$ cat src/rtl/general_register_file.sv
// DEPTH x WIDTH register bank: two registered read ports, one write port, range checking and sticky error.
// Define GPR_BYPASS_EN for write-first forwarding on a same-cycle read/write collision; default is read-first.
module general_register_file #(
    parameter int                 WIDTH     = 8,
    parameter int                 DEPTH     = 8,
    parameter int                 SEL_W     = 3,
    parameter logic [WIDTH-1:0]   RESET_VAL = '0
) (
    input  logic             clk,
    input  logic             reset,
    input  logic             rd_a_en,
    input  logic [SEL_W-1:0] rd_a_sel,
    output logic [WIDTH-1:0] rd_a_data,
    output logic             rd_a_vld,
    input  logic             rd_b_en,
    input  logic [SEL_W-1:0] rd_b_sel,
    output logic [WIDTH-1:0] rd_b_data,
    output logic             rd_b_vld,
    input  logic             wr_en,
    input  logic [SEL_W-1:0] wr_sel,
    input  logic [WIDTH-1:0] wr_data,
    output logic             wr_ack,
    output logic             err,
    input  logic             err_clr
);

    logic [WIDTH-1:0] regs [DEPTH];

    logic wr_in_range;
    logic a_in_range;
    logic b_in_range;
    logic wr_ok;
    logic new_err;

    // Compare at 32 bits so DEPTH=256 with SEL_W=8 still works.
    assign wr_in_range = (32'(wr_sel)   < DEPTH);
    assign a_in_range  = (32'(rd_a_sel) < DEPTH);
    assign b_in_range  = (32'(rd_b_sel) < DEPTH);

    assign wr_ok   = wr_en && wr_in_range;
    assign new_err = (wr_en   && !wr_in_range) ||
                     (rd_a_en && !a_in_range)  ||
                     (rd_b_en && !b_in_range);

    // Storage: each register decodes its own write enable.
    for (genvar g = 0; g < DEPTH; g++) begin : g_reg
        localparam logic [SEL_W-1:0] IDX = SEL_W'(g);
        always_ff @(posedge clk or posedge reset) begin
            if (reset) begin
                regs[g] <= RESET_VAL;
            end else if (wr_ok && (wr_sel == IDX)) begin
                regs[g] <= wr_data;
            end
        end
    end

    logic [WIDTH-1:0] a_word;
    logic [WIDTH-1:0] b_word;

    always_comb begin
        a_word = '0;
        b_word = '0;
        for (int i = 0; i < DEPTH; i++) begin
            if (rd_a_sel == i[SEL_W-1:0]) a_word = regs[i];
            if (rd_b_sel == i[SEL_W-1:0]) b_word = regs[i];
        end
`ifdef GPR_BYPASS_EN
        if (wr_ok && (wr_sel == rd_a_sel)) a_word = wr_data;
        if (wr_ok && (wr_sel == rd_b_sel)) b_word = wr_data;
`endif
        // Out-of-range reads return zero rather than whatever aliased entry matched.
        if (!a_in_range) a_word = '0;
        if (!b_in_range) b_word = '0;
    end

    always_ff @(posedge clk or posedge reset) begin
        if (reset) begin
            rd_a_data <= '0;
            rd_a_vld  <= 1'b0;
            rd_b_data <= '0;
            rd_b_vld  <= 1'b0;
            wr_ack    <= 1'b0;
            err       <= 1'b0;
        end else begin
            rd_a_vld <= rd_a_en;
            rd_b_vld <= rd_b_en;
            if (rd_a_en) rd_a_data <= a_word;
            if (rd_b_en) rd_b_data <= b_word;
            wr_ack <= wr_ok;
            // A fresh error takes priority over a clear in the same cycle.
            if (new_err) begin
                err <= 1'b1;
            end else if (err_clr) begin
                err <= 1'b0;
            end
        end
    end

endmodule

$ cat config.mk
export PLATFORM = sky130hd
export DESIGN_NAME = general_register_file
export DESIGN_NICKNAME = d
export VERILOG_FILES = /design/src/rtl/general_register_file.sv
export SDC_FILE = /design/constraint.sdc
export NUM_CORES = 1
export LEC_CHECK = 0
export BUFFER_PORTS_ARGS = -buffer_cell sky130_fd_sc_hd__buf_2
export CORE_MARGIN = 5
export CORE_UTILIZATION = 30
export CTS_CLUSTER_DIAMETER = 30
export CTS_CLUSTER_SIZE = 25
export DETAILED_ROUTE_END_ITERATION = 10
export HOLD_SLACK_MARGIN = 0.12
export MAX_ROUTING_LAYER = met4
export PLACE_DENSITY = 0.58
export SYNTH_ARGS = -nofsm -noshare
export SYNTH_HDL_FRONTEND = slang
export SYNTH_SLANG_ARGS = --single-unit
$ cat constraint.sdc
create_clock -name clk -period 3.5 [get_ports clk]
set_clock_uncertainty 0.15 [all_clocks]
set_input_delay 0 -clock clk [delete_from_list [all_inputs] [get_ports clk]]
set_output_delay 0 -clock clk [all_outputs]
set_load 0.05 [all_outputs]
==> flow_metrics.py <==
metrics = {
    "synthesis": {
        "synth_most_common_cell": "dfrtp_1",
        "synth_common_cells": "dfrtp_1, mux2_2, o21ai_0",
        "yosysSeqAreaShare": 0.474,
        "synth_ff_type": "dfrtp_1",
        "synth_edf_count": 0,
        "yosysTopAreaCellShare": 0.474,
        "ys_top_cells_by_area": "dfrtp_1, mux2_2, mux2i_1",
        "ys_types": 41,
        "yosysWarningCount": 0,
        "syn_nets": 401,
        "synth_cells": 378,
        "syn_area_sq_um": 4380,
        "synth_seq_cells": 83,
        "yosysTopAreaCell": "dfrtp_1",
        "syn_area_per_cell_sq_um": 11.6,
        "synthArstFlopShare": 1.00,
    },
    "sta": {
        "max_slew_margin": 0.436,
        "tightest_slew_ns": 0.846,
        "fmax_mhz": 394,
        "finalCritPeriodShare": 0.726,
        "finalHoldViolations": 0,
        "rsz0062_at_grt": "no",
        "finalSetupViolations": 0,
        "period_needed_ns": 2.54,
        "final_max_slew_viol_count": 0,
        "tns_ns": 0,
    },
    "worst_setup_path": {
        "cp_slowest_cell": "nor3_4",
        "rrSetupSlack_ns": 2.05,
        "crit_required_ns": 3.64,
        "endpoint": "regs[28]",
        "crit_cells": 7,
        "critPathBufInv": 4,
        "max_stage_delay_ns": 0.60,
        "r2r_start": "regs[4]",
        "worstPathCellList": "dlygate4sd3_1 > buf_2 > nor3_4 > nand2_1 > dlygate4sd3_1 > o21ai_0 > dlygate4sd3_1",
        "reg2reg_depth": 3,
        "critPathArrivalTime_ns": 2.68,
        "worstPathMaxFanout": 10,
        "timing.critical_path.from": "wr_sel[0]",
        "critPathKind": "input port to flip-flop",
        "crit_top_cell": "dlygate4sd3_1",
        "worst_setup_path_start_kind": "input port",
        "worstReg2RegEnd": "rd_b_data[4]",
        "critPathCaptureType": "flip-flop",
        "path_delay_family": "buffers and inverters",
    },
    "global_routing": {
        "grt_max_degree": 63,
        "grt_pass1_wl_um": 18200,
        "grt_use_total": 0.145,
        "grt_overflow": 0,
        "grt_pass1_vias": 3290,
        "antenna_found_initial": 0,
    },
    "hold_path": {
        "hold_class": "input port to flip-flop",
    },
    "power_and_ir_drop": {
        "p_leak_nw": 2.20,
        "swShare": 0.309,
        "ir_drop_uv": 246,
        "power_density_nw_per_um2": 577,
        "power_frac_comb": 0.234,
        "p_sw_mw": 0.929,
        "p_total_mw": 3.00,
        "clkPwrFrac": 0.330,
        "p_int_mw": 2.08,
        "power_frac_seq": 0.436,
    },
    "detailed_routing": {
        "dr.pass1.iters": 4,
        "ant_nets": 0,
        "dr_total_vias": 3116,
        "viasPerCell": 5.08,
        "drtIter0Drc": 344,
        "drc": 0,
        "wirelength_um": 11400,
        "wire_per_inst_um": 18.5,
    },
    "place": {
        "hpwl_um": 7070,
        "dpl.cell_count": 574,
        "gp_congestion": 0.750,
        "portBuffers": 40,
        "placed_area_sq_um": 4660,
    },
    "floorplanning": {
        "die_h_um": 131,
        "die-area_sq_um": 17100,
        "rows": 44,
        "core_area_sq_um": 14400,
        "die_w_um": 131,
        "start_util": 0.304,
        "io_pins": 43,
    },
    "clock_tree": {
        "cts_root_buf": "clkbuf_16",
        "htreeDepth": 3,
        "cts_tree": "yes",
        "path_clk_slew_ns": 0.07,
        "clockBufferDepth": 2,
        "clock-sinks": 83,
        "numCtsBuffers": 9,
        "insertion_delay_ns": 0.35,
    },
    "run": {
        "cap_viol_max_count": 0,
    },
    "final_layout": {
        "final_core_util": 0.361,
        "drive_above_1_share": 0.319,
        "finalNetCount": 447,
        "area_growth_pct": 18.9,
        "post-route-cell-area_sq_um": 5210,
        "num_antenna_cells": 0,
        "finalNonFillerCells": 613,
    },
    "run_status": {
        "status": "completed",
    },
}
-- layer usage --
layer	vias to the layer above	wire (um)	track usage
li1	1478	-	-
met1	1567	5250	0.189
met2	55	5500	0.232
met3	16	450	0.0252
met4	0	165	0.0436
met5	-	0	-
-- per-stage QoR --
stage | hold slack (ns) | setup WS, ns
after floorplan | -0.119 | 1.21
after global placement | -0.160 | 1.66
after detailed placement | -0.151 | 1.61
after CTS | 0.184 | 1.00
after global routing | 0.211 | 0.824
final | 0.192 | 0.960
-- power groups by stage --
| stage | Clock, mW | Combinational (mW) | Sequential (mW) |
|---|---|---|---|
| after floorplan | 0 | 0.423 | 1.41 |
| after global placement | 0 | 0.670 | 1.31 |
| after detailed placement | 0 | 0.686 | 1.32 |
| after CTS | 1.01 | 0.712 | 1.31 |
| after global routing | 1.05 | 0.771 | 1.34 |
| final | 0.991 | 0.703 | 1.31 |
-- cells by family after synthesis --
group | Yosys count | share of synthesized area
multiplexers | 97 | 0.260
AO/OA/AOI/OAI | 85 | 0.118
flip-flops | 83 | 0.474
AND/OR/NAND/NOR | 68 | 0.0983
buffers and inverters | 44 | 0.0486
other | 1 | 0.000856
-- registers in the layout (all words and copies together), names as in the netlist --
| register | flops |
|---|---|
| rd_b_vld | 1 |
| rd_b_data | 8 |
| wr_ack | 1 |
| rd_a_data | 8 |
| regs | 64 |
| rd_a_vld | 1 |
-- cell usage in the layout (no fill, tap or decap), types with 5 or more instances in the layout --
| cell type | count |
|---|---|
| nor2_1 | 13 |
| mux2i_1 | 26 |
| o22ai_1 | 12 |
| nor3b_1 | 5 |
| dlygate4sd3_1 | 23 |
| nand3_1 | 7 |
| nand2_1 | 15 |
| dfrtp_1 | 83 |
| nand2b_1 | 6 |
| a21oi_1 | 15 |
| buf_2 | 40 |
| o21ai_0 | 33 |
| inv_1 | 14 |
| clkbuf_16 | 9 |
| mux4_2 | 7 |
| mux2_2 | 64 |
| nand3b_1 | 8 |
-- repair_timing --
item	CTS	global route
hold endpoints to repair	104	0
hold buffers	23	0
gates resized for setup	0	0
buffers inserted	0	0
-- layout make-up --
type / count / area, sq um
Timing Repair Buffer: 64 / 438
Multi-Input combinational cell: 251 / 2090
Sequential cell: 83 / 2080
Clock inverter: 5 / 61.3
Inverter: 15 / 57.6
Fill cell: 1445 / 9220
Clock buffer: 11 / 253
Tap cell: 184 / 230
-- tightest hold or removal path, delay by kind of cell --
family,cells,cell delay [ns]
buf+inv,1,0.35
simple gates,1,0.14
compound gates,1,0.15
-- worst min path at each step --
stage	start	slack [ns]	to	depth (start not counted)
3_5_place_dp	reset	-0.15	wr_ack	2
4_1_cts	rd_a_sel[2]	0.18	rd_a_data[7]	3
2_1_floorplan	rd_a_en	-0.12	rd_a_vld	0
3_3_place_gp	reset	-0.16	wr_ack	2
6_report	rd_a_sel[2]	0.19	rd_a_data[7]	3
5_1_grt	rd_a_sel[2]	0.21	rd_a_data[7]	3
Power figures use the tool's default switching activity.
